**config.mk**
```make
export PLATFORM = sky130hd
export DESIGN_NAME = matmul_dma_flat
export DESIGN_NICKNAME = d
export VERILOG_FILES = /design/src/rtl/matmul_dma_if.sv /design/src/rtl/matmul_dma.sv /design/src/flat_wrapper.sv
export SDC_FILE = /design/constraint.sdc
export NUM_CORES = 1
export LEC_CHECK = 0
export ABC_CLOCK_PERIOD_IN_PS = 3550
export CAP_MARGIN = 10
export CORE_MARGIN = 2
export CORE_UTILIZATION = 43
export CTS_CLUSTER_SIZE = 28
export DETAILED_ROUTE_END_ITERATION = 16
export GPL_ROUTABILITY_DRIVEN = 1
export GPL_TIMING_DRIVEN = 0
export PLACE_DENSITY = 0.89
export SYNTH_ARGS = -nofsm -noshare
export SYNTH_HDL_FRONTEND = slang
export SYNTH_SLANG_ARGS = --single-unit
```
**constraint.sdc**
```tcl
create_clock -name clock -period 3.55 [get_ports clock]
set_input_delay 0.8875 -clock clock [delete_from_list [all_inputs] [get_ports clock]]
set_output_delay 0.8875 -clock clock [all_outputs]
set_load 0.05 [all_outputs]
```
**src/rtl/matmul_dma_if.sv**
```systemverilog
// Bundle of the streaming, memory-port and status signals between matmul_dma and its surroundings.
// slave is the DMA side, master is the environment (source, memories, compute core, sink).
interface matmul_dma_if #(
  parameter int DATA_WIDTH = 32,
  parameter int ADDR_WIDTH = 6
);
  logic                  in_valid;
  logic                  in_ready;
  logic [DATA_WIDTH-1:0] in_data;

  logic                  x_wr_en;
  logic [ADDR_WIDTH-1:0] x_addr;
  logic [DATA_WIDTH-1:0] x_din;
  logic                  y_wr_en;
  logic [ADDR_WIDTH-1:0] y_addr;
  logic [DATA_WIDTH-1:0] y_din;

  logic                  mm_start;
  logic                  mm_done;

  logic [ADDR_WIDTH-1:0] z_addr;
  logic [DATA_WIDTH-1:0] z_dout;

  logic                  out_valid;
  logic                  out_ready;
  logic [DATA_WIDTH-1:0] out_data;
  logic                  out_last;

  logic                  busy;
  logic                  frame_done;

  modport slave (
    input  in_valid, in_data, mm_done, z_dout, out_ready,
    output in_ready, x_wr_en, x_addr, x_din, y_wr_en, y_addr, y_din,
           mm_start, z_addr, out_valid, out_data, out_last, busy, frame_done
  );

  modport master (
    output in_valid, in_data, mm_done, z_dout, out_ready,
    input  in_ready, x_wr_en, x_addr, x_din, y_wr_en, y_addr, y_din,
           mm_start, z_addr, out_valid, out_data, out_last, busy, frame_done
  );
endinterface

```
**src/rtl/matmul_dma.sv**
```systemverilog
// Streams x then y into the operand memories, kicks the matrix multiplier, then
// drains the z memory through a 2-entry skid FIFO onto the result stream.
//
// state  | meaning
// LOAD_X | accept NUM_ELEMS beats into x memory
// LOAD_Y | accept NUM_ELEMS beats into y memory
// START  | one-cycle mm_start pulse
// WAIT   | wait for a rising edge on mm_done
// UNLOAD | read z in order and stream it out, last beat ends the frame
module matmul_dma #(
  parameter int DATA_WIDTH  = 32,
  parameter int ADDR_WIDTH  = 6,
  parameter int VECTOR_SIZE = 8
) (
  input  logic           clock,
  input  logic           reset,
  matmul_dma_if.slave    bus
);
  localparam int NUM_ELEMS = VECTOR_SIZE * VECTOR_SIZE;
  localparam logic [6:0] CNT_END  = 7'(NUM_ELEMS);
  localparam logic [6:0] CNT_LAST = 7'(NUM_ELEMS - 1);

  typedef enum logic [2:0] {LOAD_X, LOAD_Y, START, WAIT, UNLOAD} state_t;

  state_t                state;
  logic [6:0]            cnt;
  logic                  done_q;
  logic                  rd_pend;
  logic                  rd_pend_last;
  logic [DATA_WIDTH-1:0] fifo_data [2];
  logic                  fifo_last [2];
  logic                  wr_ptr;
  logic                  rd_ptr;
  logic [1:0]            occ;
  logic                  frame_done_q;

  logic                  accept;
  logic                  pop;
  logic                  issue;
  logic                  head_last;
  logic [1:0]            occ_after;

  // The beat popped this cycle frees its slot, so a full-rate stream keeps issuing.
  always_comb begin
    bus.in_ready = (state == LOAD_X) || (state == LOAD_Y);
    accept       = bus.in_valid && bus.in_ready && !reset;
    bus.x_wr_en  = accept && (state == LOAD_X);
    bus.y_wr_en  = accept && (state == LOAD_Y);
    bus.x_addr   = bus.x_wr_en ? cnt[ADDR_WIDTH-1:0] : '0;
    bus.y_addr   = bus.y_wr_en ? cnt[ADDR_WIDTH-1:0] : '0;
    bus.x_din    = bus.x_wr_en ? bus.in_data : '0;
    bus.y_din    = bus.y_wr_en ? bus.in_data : '0;
    bus.mm_start = (state == START);

    head_last     = fifo_last[rd_ptr];
    bus.out_valid = (occ != 2'd0);
    bus.out_data  = bus.out_valid ? fifo_data[rd_ptr] : '0;
    bus.out_last  = bus.out_valid && head_last;
    pop           = bus.out_valid && bus.out_ready;

    occ_after  = occ - {1'b0, pop};
    issue      = (state == UNLOAD) && (cnt < CNT_END) &&
                 ((occ_after + {1'b0, rd_pend}) < 2'd2);
    bus.z_addr = issue ? cnt[ADDR_WIDTH-1:0] : '0;

    bus.busy       = !((state == LOAD_X) && (cnt == 7'd0));
    bus.frame_done = frame_done_q;
  end

  always_ff @(posedge clock or posedge reset) begin
    if (reset) begin
      state        <= LOAD_X;
      cnt          <= '0;
      done_q       <= 1'b0;
      rd_pend      <= 1'b0;
      rd_pend_last <= 1'b0;
      wr_ptr       <= 1'b0;
      rd_ptr       <= 1'b0;
      occ          <= '0;
      frame_done_q <= 1'b0;
      for (int i = 0; i < 2; i++) begin
        fifo_data[i] <= '0;
        fifo_last[i] <= 1'b0;
      end
    end else begin
      done_q       <= bus.mm_done;
      frame_done_q <= 1'b0;
      rd_pend      <= issue;
      rd_pend_last <= issue && (cnt == CNT_LAST);

      if (rd_pend) begin
        fifo_data[wr_ptr] <= bus.z_dout;
        fifo_last[wr_ptr] <= rd_pend_last;
        wr_ptr            <= ~wr_ptr;
      end
      if (pop) rd_ptr <= ~rd_ptr;
      occ <= occ + {1'b0, rd_pend} - {1'b0, pop};

      case (state)
        LOAD_X: if (accept) begin
          if (cnt == CNT_LAST) begin
            cnt   <= '0;
            state <= LOAD_Y;
          end else begin
            cnt <= cnt + 7'd1;
          end
        end
        LOAD_Y: if (accept) begin
          if (cnt == CNT_LAST) begin
            cnt   <= '0;
            state <= START;
          end else begin
            cnt <= cnt + 7'd1;
          end
        end
        START:  state <= WAIT;
        // A level left high from an earlier frame must not count as completion.
        WAIT:   if (bus.mm_done && !done_q) state <= UNLOAD;
        UNLOAD: begin
          if (issue) cnt <= cnt + 7'd1;
          if (pop && head_last) begin
            cnt          <= '0;
            state        <= LOAD_X;
            frame_done_q <= 1'b1;
          end
        end
        default: state <= LOAD_X;
      endcase
    end
  end
endmodule

```
**src/flat_wrapper.sv**
```systemverilog
// flat-port wrapper written by rule: the top's interface ports become plain ports
module matmul_dma_flat 
#(
  parameter int DATA_WIDTH  = 32,
  parameter int ADDR_WIDTH  = 6,
  parameter int VECTOR_SIZE = 8
)
  (clock, reset, bus_in_valid, bus_in_data, bus_mm_done, bus_z_dout, bus_out_ready, bus_in_ready, bus_x_wr_en, bus_x_addr, bus_x_din, bus_y_wr_en, bus_y_addr, bus_y_din, bus_mm_start, bus_z_addr, bus_out_valid, bus_out_data, bus_out_last, bus_busy, bus_frame_done);
  matmul_dma_if #(.DATA_WIDTH(DATA_WIDTH), .ADDR_WIDTH(ADDR_WIDTH)) bus_i ();
  input  logic clock;
  input  logic reset;
  input wire logic [$bits(bus_i.in_valid)-1:0] bus_in_valid;
  input wire logic [$bits(bus_i.in_data)-1:0] bus_in_data;
  input wire logic [$bits(bus_i.mm_done)-1:0] bus_mm_done;
  input wire logic [$bits(bus_i.z_dout)-1:0] bus_z_dout;
  input wire logic [$bits(bus_i.out_ready)-1:0] bus_out_ready;
  output wire logic [$bits(bus_i.in_ready)-1:0] bus_in_ready;
  output wire logic [$bits(bus_i.x_wr_en)-1:0] bus_x_wr_en;
  output wire logic [$bits(bus_i.x_addr)-1:0] bus_x_addr;
  output wire logic [$bits(bus_i.x_din)-1:0] bus_x_din;
  output wire logic [$bits(bus_i.y_wr_en)-1:0] bus_y_wr_en;
  output wire logic [$bits(bus_i.y_addr)-1:0] bus_y_addr;
  output wire logic [$bits(bus_i.y_din)-1:0] bus_y_din;
  output wire logic [$bits(bus_i.mm_start)-1:0] bus_mm_start;
  output wire logic [$bits(bus_i.z_addr)-1:0] bus_z_addr;
  output wire logic [$bits(bus_i.out_valid)-1:0] bus_out_valid;
  output wire logic [$bits(bus_i.out_data)-1:0] bus_out_data;
  output wire logic [$bits(bus_i.out_last)-1:0] bus_out_last;
  output wire logic [$bits(bus_i.busy)-1:0] bus_busy;
  output wire logic [$bits(bus_i.frame_done)-1:0] bus_frame_done;
  assign bus_i.in_valid = bus_in_valid;
  assign bus_i.in_data = bus_in_data;
  assign bus_i.mm_done = bus_mm_done;
  assign bus_i.z_dout = bus_z_dout;
  assign bus_i.out_ready = bus_out_ready;
  assign bus_in_ready = bus_i.in_ready;
  assign bus_x_wr_en = bus_i.x_wr_en;
  assign bus_x_addr = bus_i.x_addr;
  assign bus_x_din = bus_i.x_din;
  assign bus_y_wr_en = bus_i.y_wr_en;
  assign bus_y_addr = bus_i.y_addr;
  assign bus_y_din = bus_i.y_din;
  assign bus_mm_start = bus_i.mm_start;
  assign bus_z_addr = bus_i.z_addr;
  assign bus_out_valid = bus_i.out_valid;
  assign bus_out_data = bus_i.out_data;
  assign bus_out_last = bus_i.out_last;
  assign bus_busy = bus_i.busy;
  assign bus_frame_done = bus_i.frame_done;
  matmul_dma #(.DATA_WIDTH(DATA_WIDTH), .ADDR_WIDTH(ADDR_WIDTH), .VECTOR_SIZE(VECTOR_SIZE)) u_core (.clock(clock), .reset(reset), .bus(bus_i));
endmodule
```
==> flow_summary_export.csv, run 1 <==
group,metric,value,unit
grt,grt_overflow,0,
grt,grt_max_degree,78,
sta,drv_slew,0,
placed_design,pre_cts_slack,-1.29,ns
placed_design,dpl.hpwl,9.36,mm
clock_network,cts_root_buffer,"clkbuf_8",
power,leakage,3.04,nW
worst_setup_path,startpoint_type,"input pin",
worst_setup_path,crit_chain,"clkdlybuf4s15_1 -> o21ai_2 -> xnor2_1 -> ha_2 -> a2111oi_4 -> a21oi_4 -> nor2_4 -> and2_1 -> buf_4",
sta,holdWs,0.496,ns
finish,syn2layout_area_growth,52.2,%
synthesis,ys_warn_count,0,
synthesis,synthTopCellsByArea,"dfrtp_1 47%, mux2_2 17%, and2_1 10%",
clock_network,clk_latency,0.36,ns
floorplan,core-area,0.0102,mm²
routing,wl,12.5,mm
routing,post-route-drc-count,0,
sta,worstMarginPinSlew,0.662,ns
placed_design,portBuffers,190,
synthesis,yosysSeqAreaShare,47.2,%
worst_setup_path,required,2.66,ns
routing,antenna_left,0,
sta,timing.final.crit_share,99.2,%
clock_network,cts_hold_buf,0,
sta,slew_headroom,55.9,%
synthesis,synth_flop_cell,"dfrtp_1",
synthesis,synth_common_cells,"84 x dfrtp_1, 73 x and2_1, 66 x mux2_2",
worst_hold_path,min_path_type,"reg2reg",
grt,grt_pass1_wl,19.9,mm
routing,vias,3870,
floorplan,fp.dieW,106,µm
floorplan,ioPinCount,191,
floorplan,initial_core_util,43.7,%
sta,finalSetupViolCount,0,
outcome,status,"finished, final reports clean",
worst_setup_path,cp_max_fo,7,
sta,clock_skew,0.00992,ns
floorplan,die_area,0.0112,mm²
finish,stdcell_count,759,
finish,nets,690,
worst_setup_path,r2r_setup_slack,1.23,ns
grt,antenna_found_initial,0,
floorplan,die_h,106,µm
sta,finalHoldViolations,0,
clock_network,cts_tree,"yes",
routing,first_pass_iters,4,
grt,gr-usage-all-layers,22.2,%
synthesis,synth_top_area_share,47.2,%
worst_setup_path,crit_path_end_kind,"primary output",
finish,drive_above_1_share,32.1,%
routing,drt-initial-drc-count,195,
synthesis,ys_types,42,
placed_design,dp.cells,735,
synthesis,synth_area,0.00445,mm²
worst_setup_path,critical_path_class,"in2out",
synthesis,synth_top_area_cell,"dfrtp_1",
clock_network,clock-sinks,84,
sta,setup_ws,0.0278,ns
power,peakVddDrop,0.452,mV
clock_network,cts_max_path_buffers,2,
sta,max_freq,0.284,GHz
routing,vias_per_cell,5.10,
worst_setup_path,cp_slowest_stage_delay,0.37,ns
run,maxCapViolations,0,
synthesis,syn-num-nets,480,
grt,first_global_vias,4092,
floorplan,rows,37,
sta,tns,0,ns
finish,nFillCells,777,
synthesis,synth.most_common_cell,"dfrtp_1",
finish,diodes,0,
placed_design,gp_congestion,0.845,
synthesis,synthArstFlopShare,100,%
clock_network,cts.clk_slew.worst_paths,0.08,ns
routing,avgRoutedWirePerCell,16.4,µm
worst_setup_path,critPathSlowestCell,"a2111oi_4",
power,total_power,4.28,mW
placed_design,placed_area,0.00656,mm²
synthesis,synth_edf_count,0,
finish,final_area,0.00678,mm²
power,powerDensity,631,mW/mm²
worst_setup_path,crit_family,"compound AO/OA/AOI/OAI gates",
synthesis,synth_cells,408,
finish,utilization,66.6,%
clock_network,cts_made_buffers,9,
sta,fin_crit,3.52,ns
clock_network,h-tree-depth,3,
synthesis,ys_ff_latch,84,
sta,rsz0062_at_grt,"true",
worst_setup_path,crit_arrival,2.63,ns
synthesis,avgSynthCellArea,10.9,µm²
worst_setup_path,crit_buf_inv,2,
flip-flops by register name (all words and copies together), names as in the netlist, 2 cells and up:
register          cells
u_core.cnt            7
u_core.fifo_data     64
u_core.fifo_last      2
u_core.occ            2
u_core.state          3
cell type report:
cell class                      instances  area, µm²  share of cell area [%]
Buffer                                 26        163                    2.40
Clock buffer                            9        124                    1.83
Clock inverter                          7        105                    1.55
Inverter                                6       25.0                   0.369
Multi-Input combinational cell        294       2310                    34.0
Sequential cell                        84       2100                    31.0
Tap cell                              136        170                    2.51
Timing Repair Buffer                  197       1780                    26.3
path summary, 6_finish.rpt:
kind / start / end / cells after the start
worst max-delay path: bus_out_ready / bus_z_addr[5] / 9
worst min-delay path: u_core.wr_ptr$_DFFE_PP0P_ / u_core.wr_ptr$_DFFE_PP0P_ / 1
worst max register to register: u_core.occ[1]$_DFF_PP0_ / u_core.cnt[3]$_DFFE_PP0P_ / 8
worst min register to register: u_core.wr_ptr$_DFFE_PP0P_ / u_core.wr_ptr$_DFFE_PP0P_ / 1
max in group asynchronous: reset / u_core.fifo_data[4]$_DFFE_PP0P_ / 3
min in group asynchronous: reset / u_core.state[0]$_DFFE_PP0P_ / 2
kinds of logic (layout without fill, tap and decap cells):
kind of cell	after synthesis	after routing	share of synthesized area [%]
xor+xnor	4	4	0.787
mux	99	99	24.1
buf+inv	32	245	3.17
compound gates	30	30	4.75
flops	84	84	47.2
simple gates	156	158	19.2
fa+ha+maj	3	3	0.843
placed cells by master, fill, tap and decap left out, drive strengths merged, types with 10 or more instances in the layout:
cell type | Yosys | layout
inv | 6 | 10
buf | 11 | 55
clkdlybuf4s15 | 0 | 13
nand2 | 10 | 10
dfrtp | 84 | 84
clkbuf | 15 | 54
mux2i | 33 | 33
o21ai | 10 | 10
clkdlybuf4s50 | 0 | 103
nor3 | 12 | 12
mux2 | 66 | 66
nor2 | 43 | 45
and2 | 74 | 74
metal layers:
layer  up-vias  part of all wire, %  wire length, µm  GRT usage (%)
met5         -                    0                0              0
met4         0                  1.2              145           6.11
met3        14                  6.4              796           4.70
met2       155                   53             6670           41.4
met1      1880                   39             4850           25.6
li1       1821                    -                -              -
power breakdown:
group	total, mW	internal [mW]	switching [mW]	leakage, nW
combinational	2.35	0.801	1.55	1.94
clock	0.776	0.409	0.367	0.113
sequential	1.15	1.05	0.0977	0.987
repair_timing:
| item | CTS | global route |
|---|---|---|
| buffers inserted | 3 | 0 |
| pin swaps | 5 | 2 |
| cloned | 5 | 0 |
| gates resized for setup | 422 | 44 |
| endpoints found under the setup margin | 113 | 63 |
(Power assumes the default switching activity.)
==> run 2: changes to the inputs <==
SLEW_MARGIN = 20   (was unset)
==> run 2 against run 1 <==
Effect of this change:
- clock skew grew 0.0051 ns
- cell count decreased by 0.26%
- wire length fell by 1.2%
- worst setup slack better by 0.032 ns
- die area unchanged
- via count increased by 0.96%
- sequential cell count unchanged
- combinational power about the same
- clock power is 9.3% lower
- non-clock buffer count shrank 2
- critical endpoint is now bus_y_wr_en
- largest cell class unchanged
==> flow_summary_export.csv, run 2 (synthesis results as in run 1) <==
group,metric,value,unit
routing,vias_per_cell,5.16,
sta,fin_crit,3.49,ns
clock_network,cts.clk_slew.worst_paths,0.09,ns
placed_design,gp_congestion,0.845,
worst_setup_path,critical_path_class,"in2out",
grt,gr-usage-all-layers,22.1,%
floorplan,rows,37,
placed_design,portBuffers,190,
finish,syn2layout_area_growth,50.4,%
finish,nFillCells,782,
worst_setup_path,cp_max_fo,10,
worst_setup_path,rr_startpoint,"u_core.rd_ptr$_DFFE_PP0P_",
clock_network,cts_made_buffers,9,
run,maxCapViolations,0,
finish,diodes,0,
placed_design,placed_area,0.00656,mm²
routing,highest_layer,"met4",
grt,grt_max_degree,52,
routing,dr_wl_met2,6.47,mm
clock_network,h-tree-depth,3,
finish,drive_above_1_share,32.4,%
sta,tns,0,ns
outcome,status,"finished, final reports clean",
sta,clock_skew,0.0150,ns
routing,first_pass_iters,4,
floorplan,fp.dieW,106,µm
finish,nets,688,
floorplan,die_area,0.0112,mm²
clock_network,cts_hold_buf,0,
finish,final_cell_mix,"103 x clkdlybuf4s50_1, 84 x dfrtp_1, 71 x and2_1, 66 x mux2_2, 39 x nor2_1",
routing,avgRoutedWirePerCell,16.3,µm
power,peakVddDrop,0.456,mV
power,powerDensity,626,mW/mm²
floorplan,ioPinCount,191,
finish,top_register,"u_core.fifo_data",
floorplan,initial_core_util,43.7,%
routing,wl_met1,4.81,mm
worst_setup_path,startpoint,"reset",
finish,top_regs,"u_core.fifo_data x64, u_core.cnt x7, u_core.state x3",
grt,first_global_vias,4070,
routing,post-route-drc-count,0,
routing,wl,12.3,mm
clock_network,clk_latency,0.36,ns
routing,antenna_left,0,
sta,finalSetupViolCount,0,
placed_design,dpl.hpwl,9.44,mm
floorplan,die_h,106,µm
worst_setup_path,required,2.66,ns
routing,drt-initial-drc-count,140,
routing,vias,3907,
sta,finalHoldViolations,0,
clock_network,cts_tree,"yes",
sta,timing.final.crit_share,98.3,%
finish,largest_reg_flops,64,
floorplan,core-area,0.0102,mm²
finish,final_common_cell,"clkdlybuf4s50_1",
clock_network,cts_root_buffer,"clkbuf_8",
finish,final_area,0.00670,mm²
clock_network,cts_max_path_buffers,2,
power,leakage,3.00,nW
worst_hold_path,worstHoldStart,"u_core.wr_ptr$_DFFE_PP0P_",
worst_setup_path,startpoint_type,"input pin",
sta,slew_headroom,56.6,%
routing,wl_met3,755,µm
worst_setup_path,crit_arrival,2.60,ns
worst_hold_path,min_path_type,"reg2reg",
finish,seqCellArea,0.00210,mm²
worst_setup_path,crit_path_end_kind,"primary output",
clock_network,clock-sinks,84,
power,total_power,4.19,mW
sta,worstMarginPinSlew,0.652,ns
grt,antenna_found_initial,0,
finish,multi_input_area,0.00231,mm²
sta,drv_slew,0,
grt,grt_pass1_wl,19.7,mm
sta,max_freq,0.286,GHz
grt,grt_overflow,0,
==> run 2: cell count changes in the layout (fill, tap and decap cells not counted), moves of 3 or more <==
cell,previous run,this run
buf_2,31,24
buf_4,11,20
buf_6,6,2
clkbuf_2,5,9
clkbuf_4,26,29
clkbuf_8,14,11
clkdlybuf4s15_1,4,0
==> run 2: critical path, cell delays in order <==
cell and delay (ns):
dlygate4sd2_1 0.27, or4b_4 0.51, buf_8 0.16, nor2_4 0.15, buf_2 0.22, clkdlybuf4s15_2 0.39
==> run 2: cell type report <==
class | instances | share of cell area (%)
inverters | 6 | 0.374
flip-flops and latches | 84 | 31.4
well taps | 136 | 2.54
repair buffers | 195 | 26.0
clock inverters | 7 | 1.23
clock buffers | 9 | 1.85
multi-input cells | 294 | 34.4
plain buffers | 26 | 2.20
==> run 2: worst paths after layout <==
| path | endpoint | cells after the start | slack, ns |
|---|---|---|---|
| max in group asynchronous | u_core.fifo_data[0]$_DFFE_PP0P_ | 3 | 2.23 |
| min | u_core.wr_ptr$_DFFE_PP0P_ | 1 | 0.51 |
| max reg2reg | u_core.cnt[1]$_DFFE_PP0P_ | 6 | 1.26 |
| min in group asynchronous | u_core.fifo_data[24]$_DFFE_PP0P_ | 2 | 0.72 |
| max | bus_y_wr_en | 6 | 0.06 |
| min reg2reg | u_core.wr_ptr$_DFFE_PP0P_ | 1 | 0.51 |
==> run 2: per-stage QoR <==
stage	instances	utilization (%)	worst slack (ns)	hold slack (ns)
floorplan	408	-	-0.347	0.460
global placement	734	64.1	-1.15	0.475
detailed placement	735	64.4	-1.25	0.482
CTS	756	65.0	0.00109	0.496
global route	757	65.8	-0.00579	0.525
finish	757	65.8	0.0594	0.507
==> run 2: layer usage <==
layer  vias to the layer above  GRT usage (%)
li1                       1813              -
met1                      1906           25.4
met2                       160           40.1
met3                        28           5.07
met4                         0           7.71
met5                         -              0
==> run 2: power breakdown <==
part | total (mW) | switching [mW] | internal [mW]
clock | 0.704 | 0.368 | 0.336
combinational | 2.34 | 1.54 | 0.796
sequential | 1.15 | 0.100 | 1.05
total | 4.19 | 2.01 | 2.18
==> run 2: what timing repair did <==
| item | in CTS | in global routing |
|---|---|---|
| setup endpoints to repair | 113 | 83 |
| gates cloned | 3 | 1 |
| hold endpoints to repair | 0 | 0 |
| resized for setup | 415 | 49 |
| setup buffers | 2 | 0 |
| pin swaps | 3 | 2 |
